**src/rtl/a2d_seq_mc_if.sv**
```systemverilog
// ---------------------------------------------------------------------------
// a2d_seq_mc_if
// Bundles the host-side control/status signals and the four SPI lines of the
// multi-channel A2D sequencer.
//   en, ch_mask        : run enable and per-slot enable mask (host -> seq)
//   result, res_vld    : packed per-slot results and update strobes
//   sweep_done, busy   : sweep completion pulse and activity flag
//   SS_n, SCLK, MOSI   : SPI lines driven towards the ADC
//   MISO               : SPI data returned by the ADC
// The sequencer connects through the master modport; the host/ADC side
// through the slave modport.
// ---------------------------------------------------------------------------
interface a2d_seq_mc_if #(
  parameter int NUM_CH = 4,
  parameter int RES_W  = 12
);
  logic                    en;
  logic [NUM_CH-1:0]       ch_mask;
  logic                    MISO;
  logic                    SS_n;
  logic                    SCLK;
  logic                    MOSI;
  logic [NUM_CH*RES_W-1:0] result;
  logic [NUM_CH-1:0]       res_vld;
  logic                    sweep_done;
  logic                    busy;

  modport master (
    input  en, ch_mask, MISO,
    output SS_n, SCLK, MOSI, result, res_vld, sweep_done, busy
  );

  modport slave (
    output en, ch_mask, MISO,
    input  SS_n, SCLK, MOSI, result, res_vld, sweep_done, busy
  );
endinterface

```
**src/rtl/a2d_seq_mc.sv**
```systemverilog
// ---------------------------------------------------------------------------
// a2d_seq_mc_spi
// 16-bit SPI master (mode 0, MSB first). A one-clock wrt starts a transaction
// sending cmd; done pulses for one clock as SS_n returns high, at which point
// rd_data holds the low RD_W bits of the word shifted in from MISO.
// SCLK period is 8 clk cycles.
// Ports: clk, rst_n, wrt, cmd[15:0], done, rd_data[RD_W-1:0], SS_n, SCLK,
//        MOSI, MISO.
// ---------------------------------------------------------------------------
module a2d_seq_mc_spi #(
  parameter int RD_W = 12
) (
  input  logic            clk,
  input  logic            rst_n,
  input  logic            wrt,
  input  logic [15:0]     cmd,
  output logic            done,
  output logic [RD_W-1:0] rd_data,
  output logic            SS_n,
  output logic            SCLK,
  output logic            MOSI,
  input  logic            MISO
);
  typedef enum logic [1:0] {
    SP_IDLE  = 2'd0,
    SP_SHIFT = 2'd1,
    SP_BACK  = 2'd2
  } sp_state_e;

  sp_state_e   sp_r;
  sp_state_e   sp_nxt;
  logic [2:0]  div_r;
  logic [3:0]  bit_r;
  logic [15:0] shft_r;
  logic        miso_r;
  logic        ss_n_r;
  logic        sclk_r;
  logic        done_r;

  // SPI state register
  always_ff @(posedge clk or negedge rst_n) begin
    if (!rst_n) begin
      sp_r <= SP_IDLE;
    end else begin
      sp_r <= sp_nxt;
    end
  end

  // SPI next-state logic
  always_comb begin
    sp_nxt = sp_r;
    case (sp_r)
      SP_IDLE: begin
        if (wrt) begin
          sp_nxt = SP_SHIFT;
        end else begin
          sp_nxt = SP_IDLE;
        end
      end
      SP_SHIFT: begin
        if ((div_r == 3'd7) && (bit_r == 4'd15)) begin
          sp_nxt = SP_BACK;
        end else begin
          sp_nxt = SP_SHIFT;
        end
      end
      SP_BACK: begin
        if (div_r == 3'd3) begin
          sp_nxt = SP_IDLE;
        end else begin
          sp_nxt = SP_BACK;
        end
      end
      default: sp_nxt = SP_IDLE;
    endcase
  end

  // SPI datapath: SCLK rises at div 3 (MISO sampled), falls at div 7 (shift)
  always_ff @(posedge clk or negedge rst_n) begin
    if (!rst_n) begin
      div_r  <= 3'd0;
      bit_r  <= 4'd0;
      shft_r <= 16'h0000;
      miso_r <= 1'b0;
      ss_n_r <= 1'b1;
      sclk_r <= 1'b0;
      done_r <= 1'b0;
    end else begin
      done_r <= 1'b0;
      case (sp_r)
        SP_IDLE: begin
          if (wrt) begin
            shft_r <= cmd;
            ss_n_r <= 1'b0;
            div_r  <= 3'd0;
            bit_r  <= 4'd0;
          end
        end
        SP_SHIFT: begin
          div_r <= div_r + 3'd1;
          if (div_r == 3'd3) begin
            sclk_r <= 1'b1;
            miso_r <= MISO;
          end else if (div_r == 3'd7) begin
            sclk_r <= 1'b0;
            shft_r <= {shft_r[14:0], miso_r};
            bit_r  <= bit_r + 4'd1;
          end
        end
        SP_BACK: begin
          div_r <= div_r + 3'd1;
          if (div_r == 3'd3) begin
            ss_n_r <= 1'b1;
            done_r <= 1'b1;
          end
        end
        default: begin
          ss_n_r <= 1'b1;
          sclk_r <= 1'b0;
        end
      endcase
    end
  end

  assign SS_n    = ss_n_r;
  assign SCLK    = sclk_r;
  assign MOSI    = shft_r[15];
  assign done    = done_r;
  assign rd_data = shft_r[RD_W-1:0];
endmodule

// ---------------------------------------------------------------------------
// a2d_seq_mc
// Multi-channel A2D conversion sequencer. Round-robins over the enabled
// channel slots, issuing two identical SPI commands per conversion (the first
// reply is discarded, the second carries the sample), optionally averages
// 2^AVG_LOG2 samples per slot and publishes per-slot results.
// Ports: clk, rst_n (async active-low), bus (a2d_seq_mc_if.master):
//   en, ch_mask in; result, res_vld, sweep_done, busy out; SPI SS_n, SCLK,
//   MOSI out, MISO in.
// ---------------------------------------------------------------------------
module a2d_seq_mc #(
  parameter int                  NUM_CH   = 4,
  parameter logic [3*NUM_CH-1:0] CH_MAP   = {3'd4, 3'd3, 3'd1, 3'd0},
  parameter int                  RES_W    = 12,
  parameter int                  PACE     = 16383,
  parameter int                  AVG_LOG2 = 0
) (
  input logic          clk,
  input logic          rst_n,
  a2d_seq_mc_if.master bus
);
  localparam int PTR_W  = (NUM_CH > 1) ? $clog2(NUM_CH) : 1;
  localparam int PACE_W = (PACE > 1) ? $clog2(PACE) : 1;
  localparam int ACC_W  = RES_W + AVG_LOG2;
  localparam int CNT_W  = (AVG_LOG2 > 0) ? AVG_LOG2 : 1;
  localparam logic [CNT_W-1:0]  CNT_LAST = CNT_W'((1 << AVG_LOG2) - 1);
  localparam logic [PACE_W-1:0] PACE_LD  = PACE_W'(PACE - 1);

  typedef enum logic [2:0] {
    ST_IDLE  = 3'd0,
    ST_PACE1 = 3'd1,
    ST_CMD   = 3'd2,
    ST_PACE2 = 3'd3,
    ST_RD    = 3'd4,
    ST_ACC   = 3'd5
  } state_e;

  state_e                  state_r;
  state_e                  state_nxt;
  logic [PTR_W-1:0]        slot_r;
  logic [PTR_W-1:0]        slot_nxt;
  logic [PACE_W-1:0]       pace_cnt_r;
  logic [RES_W-1:0]        sample_r;
  logic [ACC_W-1:0]        acc_r [NUM_CH];
  logic [CNT_W-1:0]        samp_cnt_r [NUM_CH];
  logic [NUM_CH*RES_W-1:0] result_r;
  logic [NUM_CH-1:0]       res_vld_r;
  logic                    sweep_done_r;
  logic                    busy_r;

  logic                    pace_ld_s;
  logic                    wrt_s;
  logic                    smp_ld_s;
  logic                    acc_step_s;
  logic                    spi_done_s;
  logic [RES_W-1:0]        spi_rd_s;
  logic [15:0]             spi_cmd_s;
  logic [PTR_W-1:0]        inc_slot_s;
  logic [PTR_W-1:0]        next_slot_s;
  logic                    next_ok_s;
  logic                    wrap_s;
  logic                    publish_s;
  logic [ACC_W-1:0]        acc_sum_s;
  logic [RES_W-1:0]        pub_val_s;
  logic                    ss_n_s;
  logic                    sclk_s;
  logic                    mosi_s;

  // First enabled slot at or after start, wrapping; returns start if none.
  function automatic logic [PTR_W-1:0] find_slot(input logic [NUM_CH-1:0] mask,
                                                 input logic [PTR_W-1:0]  start);
    logic [PTR_W:0]   nxt;
    logic [PTR_W-1:0] idx;
    logic [PTR_W-1:0] sel;
    logic             found;
    sel   = start;
    found = 1'b0;
    for (int i = 0; i < NUM_CH; i++) begin
      nxt = {1'b0, start} + (PTR_W + 1)'(i);
      if (nxt >= (PTR_W + 1)'(NUM_CH)) begin
        nxt = nxt - (PTR_W + 1)'(NUM_CH);
      end else begin
        nxt = nxt;
      end
      idx = nxt[PTR_W-1:0];
      if (!found && mask[idx]) begin
        sel   = idx;
        found = 1'b1;
      end else begin
        found = found;
      end
    end
    return sel;
  endfunction

  // ADC channel number mapped to a slot.
  function automatic logic [2:0] slot_ch(input logic [PTR_W-1:0] s);
    logic [2:0] ch;
    ch = 3'd0;
    for (int i = 0; i < NUM_CH; i++) begin
      if (s == PTR_W'(i)) begin
        ch = CH_MAP[3*i +: 3];
      end else begin
        ch = ch;
      end
    end
    return ch;
  endfunction

  a2d_seq_mc_spi #(.RD_W(RES_W)) u_spi (
    .clk     (clk),
    .rst_n   (rst_n),
    .wrt     (wrt_s),
    .cmd     (spi_cmd_s),
    .done    (spi_done_s),
    .rd_data (spi_rd_s),
    .SS_n    (ss_n_s),
    .SCLK    (sclk_s),
    .MOSI    (mosi_s),
    .MISO    (bus.MISO)
  );

  // Slot bookkeeping used in ACC: successor slot, wrap detect, publish decision
  always_comb begin
    spi_cmd_s = {2'b00, slot_ch(slot_r), 11'h000};
    if (slot_r == PTR_W'(NUM_CH - 1)) begin
      inc_slot_s = {PTR_W{1'b0}};
    end else begin
      inc_slot_s = slot_r + PTR_W'(1);
    end
    next_ok_s   = |bus.ch_mask;
    next_slot_s = find_slot(bus.ch_mask, inc_slot_s);
    // successor at or below the current index means the sweep wrapped
    wrap_s      = (next_slot_s <= slot_r);
    publish_s   = (samp_cnt_r[slot_r] == CNT_LAST);
    acc_sum_s   = acc_r[slot_r] + ACC_W'(sample_r);
    pub_val_s   = acc_sum_s[ACC_W-1:AVG_LOG2];
  end

  // Sequencer state register
  always_ff @(posedge clk or negedge rst_n) begin
    if (!rst_n) begin
      state_r <= ST_IDLE;
    end else begin
      state_r <= state_nxt;
    end
  end

  // Sequencer next-state and control strobes
  always_comb begin
    state_nxt  = state_r;
    slot_nxt   = slot_r;
    pace_ld_s  = 1'b0;
    wrt_s      = 1'b0;
    smp_ld_s   = 1'b0;
    acc_step_s = 1'b0;
    case (state_r)
      ST_IDLE: begin
        if (bus.en && next_ok_s) begin
          slot_nxt  = find_slot(bus.ch_mask, slot_r);
          pace_ld_s = 1'b1;
          state_nxt = ST_PACE1;
        end else begin
          state_nxt = ST_IDLE;
        end
      end
      ST_PACE1: begin
        if (pace_cnt_r == {PACE_W{1'b0}}) begin
          wrt_s     = 1'b1;
          state_nxt = ST_CMD;
        end else begin
          state_nxt = ST_PACE1;
        end
      end
      ST_CMD: begin
        if (spi_done_s) begin
          pace_ld_s = 1'b1;
          state_nxt = ST_PACE2;
        end else begin
          state_nxt = ST_CMD;
        end
      end
      ST_PACE2: begin
        if (pace_cnt_r == {PACE_W{1'b0}}) begin
          wrt_s     = 1'b1;
          state_nxt = ST_RD;
        end else begin
          state_nxt = ST_PACE2;
        end
      end
      ST_RD: begin
        if (spi_done_s) begin
          smp_ld_s  = 1'b1;
          state_nxt = ST_ACC;
        end else begin
          state_nxt = ST_RD;
        end
      end
      ST_ACC: begin
        acc_step_s = 1'b1;
        // with an empty mask the pointer still moves past the finished slot
        if (next_ok_s) begin
          slot_nxt = next_slot_s;
        end else begin
          slot_nxt = inc_slot_s;
        end
        if (bus.en && next_ok_s) begin
          pace_ld_s = 1'b1;
          state_nxt = ST_PACE1;
        end else begin
          state_nxt = ST_IDLE;
        end
      end
      default: state_nxt = ST_IDLE;
    endcase
  end

  // Pace counter, slot pointer, sample capture and busy flag
  always_ff @(posedge clk or negedge rst_n) begin
    if (!rst_n) begin
      pace_cnt_r <= {PACE_W{1'b0}};
      slot_r     <= {PTR_W{1'b0}};
      sample_r   <= {RES_W{1'b0}};
      busy_r     <= 1'b0;
    end else begin
      slot_r <= slot_nxt;
      busy_r <= (state_nxt != ST_IDLE);
      if (pace_ld_s) begin
        pace_cnt_r <= PACE_LD;
      end else if (((state_r == ST_PACE1) || (state_r == ST_PACE2)) &&
                   (pace_cnt_r != {PACE_W{1'b0}})) begin
        pace_cnt_r <= pace_cnt_r - PACE_W'(1);
      end
      if (smp_ld_s) begin
        sample_r <= spi_rd_s;
      end
    end
  end

  // Per-slot accumulation, result publication and strobes
  always_ff @(posedge clk or negedge rst_n) begin
    if (!rst_n) begin
      for (int i = 0; i < NUM_CH; i++) begin
        acc_r[i]      <= {ACC_W{1'b0}};
        samp_cnt_r[i] <= {CNT_W{1'b0}};
      end
      result_r     <= {(NUM_CH*RES_W){1'b0}};
      res_vld_r    <= {NUM_CH{1'b0}};
      sweep_done_r <= 1'b0;
    end else begin
      sweep_done_r <= acc_step_s && publish_s && wrap_s;
      for (int i = 0; i < NUM_CH; i++) begin
        res_vld_r[i] <= acc_step_s && publish_s && (slot_r == PTR_W'(i));
        if (acc_step_s && (slot_r == PTR_W'(i))) begin
          if (publish_s) begin
            acc_r[i]                   <= {ACC_W{1'b0}};
            samp_cnt_r[i]              <= {CNT_W{1'b0}};
            result_r[RES_W*i +: RES_W] <= pub_val_s;
          end else begin
            acc_r[i]      <= acc_sum_s;
            samp_cnt_r[i] <= samp_cnt_r[i] + CNT_W'(1);
          end
        end
      end
    end
  end

  assign bus.SS_n       = ss_n_s;
  assign bus.SCLK       = sclk_s;
  assign bus.MOSI       = mosi_s;
  assign bus.result     = result_r;
  assign bus.res_vld    = res_vld_r;
  assign bus.sweep_done = sweep_done_r;
  assign bus.busy       = busy_r;
endmodule

```
**src/flat_wrapper.sv**
```systemverilog
// flat-port wrapper written by rule: the top's interface ports become plain ports
module a2d_seq_mc_flat 
#(
  parameter int                  NUM_CH   = 4,
  parameter logic [3*NUM_CH-1:0] CH_MAP   = {3'd4, 3'd3, 3'd1, 3'd0},
  parameter int                  RES_W    = 12,
  parameter int                  PACE     = 16383,
  parameter int                  AVG_LOG2 = 0
)
  (clk, rst_n, bus_en, bus_ch_mask, bus_MISO, bus_SS_n, bus_SCLK, bus_MOSI, bus_result, bus_res_vld, bus_sweep_done, bus_busy);
  a2d_seq_mc_if #(.NUM_CH(NUM_CH), .RES_W(RES_W)) bus_i ();
  input logic clk;
  input logic rst_n;
  input wire logic [$bits(bus_i.en)-1:0] bus_en;
  input wire logic [$bits(bus_i.ch_mask)-1:0] bus_ch_mask;
  input wire logic [$bits(bus_i.MISO)-1:0] bus_MISO;
  output wire logic [$bits(bus_i.SS_n)-1:0] bus_SS_n;
  output wire logic [$bits(bus_i.SCLK)-1:0] bus_SCLK;
  output wire logic [$bits(bus_i.MOSI)-1:0] bus_MOSI;
  output wire logic [$bits(bus_i.result)-1:0] bus_result;
  output wire logic [$bits(bus_i.res_vld)-1:0] bus_res_vld;
  output wire logic [$bits(bus_i.sweep_done)-1:0] bus_sweep_done;
  output wire logic [$bits(bus_i.busy)-1:0] bus_busy;
  assign bus_i.en = bus_en;
  assign bus_i.ch_mask = bus_ch_mask;
  assign bus_i.MISO = bus_MISO;
  assign bus_SS_n = bus_i.SS_n;
  assign bus_SCLK = bus_i.SCLK;
  assign bus_MOSI = bus_i.MOSI;
  assign bus_result = bus_i.result;
  assign bus_res_vld = bus_i.res_vld;
  assign bus_sweep_done = bus_i.sweep_done;
  assign bus_busy = bus_i.busy;
  a2d_seq_mc #(.NUM_CH(NUM_CH), .CH_MAP(CH_MAP), .RES_W(RES_W), .PACE(PACE), .AVG_LOG2(AVG_LOG2)) u_core (.clk(clk), .rst_n(rst_n), .bus(bus_i));
endmodule
```
**config.mk**
```make
export PLATFORM = sky130hd
export DESIGN_NAME = a2d_seq_mc_flat
export DESIGN_NICKNAME = d
export VERILOG_FILES = /design/src/rtl/a2d_seq_mc_if.sv /design/src/rtl/a2d_seq_mc.sv /design/src/flat_wrapper.sv
export SDC_FILE = /design/constraint.sdc
export NUM_CORES = 1
export LEC_CHECK = 0
export CORE_ASPECT_RATIO = 0.6
export CORE_MARGIN = 3
export CORE_UTILIZATION = 53
export CTS_CLUSTER_SIZE = 8
export DETAILED_ROUTE_END_ITERATION = 16
export PLACE_DENSITY_LB_ADDON = 0.2
export SETUP_SLACK_MARGIN = 0.3
export SYNTH_ARGS = -nofsm -noshare
export SYNTH_HDL_FRONTEND = slang
export SYNTH_SLANG_ARGS = --single-unit
```
**constraint.sdc**
```tcl
create_clock -name clk -period 3.09 [get_ports clk]
set_input_delay 0.618 -clock clk [delete_from_list [all_inputs] [get_ports clk]]
set_output_delay 0.618 -clock clk [all_outputs]
set_load 0.03 [all_outputs]
```
==> flow_summary_export.csv <==
group,metric,value,unit
run_status,status,"finished clean",
logic_synthesis,netlist_instances,807,
route,dr_wl_met3,1.98,mm
pwr,power.density,433,nW/um^2
floorplanning,coreArea,14700,um^2
logic_synthesis,ys_seq_area_share,51.3,%
timing,worst_pin_slew,813,ps
clocking,cts_buffers,17,
timing,setup_viol,0,
logic_synthesis,synth_nets,843,
grt,overflow,0,
logic_synthesis,async_reset_ff_share,100,%
grt,grt_pass1_wl,34.8,mm
place,place.gp.congestion,1.00,
clocking,cts.sinks,166,
critical_path,setup.worst_path.start_class,"flop",
clocking,path_clk_slew,70,ps
timing,period_share,94.1,%
timing,fin_skew,13.6,ps
critical_path,worstPathMaxFanout,8,
hold_path,worstHoldPathType,"input port to async pin",
clocking,cts_root_buf,"clkbuf_16",
clocking,clock_path_buffers,2,
critical_path,arrival,3200,ps
grt,grt_antenna_before_repair,0,
logic_synthesis,synth_warnings,0,
clocking,postCtsHoldBufs,0,
layout,final_cell_mix,"195 x nand2_1, 163 x dfrtp_1, 63 x clkdlybuf4s50_1, 42 x o21ai_1",
logic_synthesis,synth_cell_types,77,
route,ant_nets,0,
logic_synthesis,ys_seq_elements,166,
floorplanning,start_util,55.0,%
place,placed_area,9140,um^2
route,drt-pass1-iter-count,5,
timing,rsz0062_at_grt,"true",
route,wl,21.8,mm
layout,nNetsFinal,942,
route,detail_route.vias_per_cell,5.96,
floorplanning,die_y,102,um
layout,design_area,10200,um^2
route,vias,6662,
floorplanning,boundaryPins,65,
layout,drive_gt1_share,22.3,%
logic_synthesis,postSynthAreaPerCell,10.0,um^2
critical_path,crit_chain,"buf_6, buf_6, mux4_2, ha_4, a2111oi_4, o21ai_2, a311oi_2, xnor2_2, buf_6, o21ai_2",
route,top_layer,"met4",
layout,regArea,4160,um^2
critical_path,worst-path-buf-inv,3,
critical_path,crit_top_cell,"buf_6",
logic_synthesis,synth_edf_count,0,
grt,grt_pass1_vias,6468,
layout,multi_input_area,3980,um^2
route,drc,0,
timing,slew_violations,0,
route,routedWlPerCell,19.5,um
layout,final_common_cell,"nand2_1",
critical_path,crit_family,"compound AO/OA/AOI/OAI gates",
floorplanning,fp.dieArea,16900,um^2
logic_synthesis,synth-main-ff-cell,"dfrtp_1",
floorplanning,core.rowCount,34,
critical_path,crit_path_end_kind,"flop",
critical_path,cp_slowest_cell,"mux4_2",
route,drt_iter0_markers,750,
critical_path,slowest_delay,550,ps
route,dr_wl_met2,9.38,mm
timing,fin_crit,2910,ps
layout,fillCellCount,1061,
clocking,cts_tree,"done",
place,hpwl,14.5,mm
timing,max_slew_margin,45.6,%
floorplanning,die_w,166,um
layout,antenna_cells,0,
timing,hold_viol,0,
flow_run,maxCapViolCount,0,
pwr,power_leakage,0.00444,uW
logic_synthesis,syn_area,8100,um^2
grt,grt_max_degree,75,
pwr,peakVddDrop,424,uV
critical_path,critPathKind,"flop to flop",
layout,syn_to_final_growth,25.6,%
place,port_buffers,64,
clocking,cts_htree_levels,4,
timing,max_freq,344,MHz
route,wl_met1,10.0,mm
critical_path,cp.required,3390,ps
clocking,clock_latency,430,ps
timing,tns,0,ps
grt,grt_use_total,26.2,%
==> routing by layer <==
layer  vias up  GRT usage (%)
met3        50           7.45
met5         -              0
li1       3005              -
met2       298           37.9
met4         0           6.58
met1      3309           39.2
==> final timing paths <==
check                                     startpoint                     to  slack (ps)  depth (start not counted)
max in group asynchronous                      rst_n      u_core.u_spi.SS_n        2090                          2
min in group clk                u_core.samp_cnt_r[2]   u_core.samp_cnt_r[2]         480                          1
worst max-delay path                u_core.slot_r[0]       u_core.acc_r[11]         180                         10
worst min-delay path                           rst_n  u_core.bus.result[26]         220                          1
worst min register to register  u_core.samp_cnt_r[2]   u_core.samp_cnt_r[2]         480                          1
worst max register to register      u_core.slot_r[0]       u_core.acc_r[11]         180                         10
==> logic make-up after synthesis <==
group / synth area share (%)
compound gates: 15.2
xor+xnor: 2.58
fa+ha+maj: 4.42
buf+inv: 3.40
flops: 51.3
mux: 6.38
simple gates: 16.8
==> area by class of cell <==
class                      count  area share [%]
tap                          198            2.43
sequential                   166            40.9
timing repair buffer         116            10.9
clock buffer                  17            4.18
inverter                      25           0.922
multi-input combinational    580            39.1
clock inverter                15            1.56
==> what timing repair did <==
item / in CTS / in global routing
gates cloned: 0 / 0
setup buffers: 15 / 7
setup endpoints to repair: 48 / 48
resized for setup: 29 / 36
pin swaps: 16 / 20
hold endpoints to repair: 0 / 0
==> worst reg2reg max path, delay by kind of cell, from the launching register on <==
family	cells	cell delay, ps
DFF	1	440
adders and majority gates	1	280
xor gates and xnor gates	1	160
buffers and inverters	3	420
AOI/OAI and AO/OA	4	940
muxes	1	550
==> synth_stat cells (all sizes together) (4+ instances only) <==
library cell / count / area share (%)
dfrtp: 165 / 51
nand3: 13 / 0.80
mux2i: 4 / 0.49
nor3: 7 / 0.57
a21oi: 24 / 1.5
clkbuf: 22 / 1.0
nor2b: 7 / 0.54
mux2: 16 / 2.3
ha: 27 / 4.2
or3: 4 / 0.31
nor2: 34 / 1.7
a21o: 7 / 0.65
inv: 25 / 1.2
mux4: 13 / 3.6
nand2: 204 / 9.5
nand4: 4 / 0.49
o21ai: 122 / 8.3
xor2: 9 / 0.97
and3: 4 / 0.31
nand2b: 6 / 0.46
a221oi: 5 / 0.76
nor4: 4 / 0.57
xnor2: 14 / 1.6
buf: 14 / 1.2
==> where the power goes <==
group	switching, uW	total, uW	internal [uW]
Combinational	89.5	138	48.9
Sequential	2.88	2180	2170
Clock	1010	2090	1080
==> per-stage QoR <==
step           utilization, %  setup slack, ps  std cells  total power [uW]  hold WS [ps]
3_3_place_gp             62.1              198       1063              2350           454
4_1_cts                  67.9              218       1110              4420           240
2_1_floorplan               -              128        807              2270           322
3_5_place_dp             62.1             47.6       1063              2350           459
6_report                 69.1              184       1117              4400           217
5_1_grt                  69.1             97.6       1117              4530           270
==> sequential cells by signal, summed over array words and instances (netlist names) <==
name and cells:
u_core.u_spi.SCLK 1, u_core.u_spi.div_r 3, u_core.bus.res_vld 4, u_core.u_spi.miso_r 1, u_core.u_spi.done 1, u_core.bus.sweep_done 1, u_core.u_spi.shft_r 16, u_core.u_spi.sp_r 2
u_core.slot_r 2, u_core.u_spi.bit_r 4, u_core.bus.busy 1, u_core.u_spi.SS_n 1, u_core.sample_r 12, u_core.state_r 3, u_core.pace_cnt_r 14, u_core.acc_r 48
u_core.bus.result 48, u_core.samp_cnt_r 4
(Power assumes the default switching activity.)
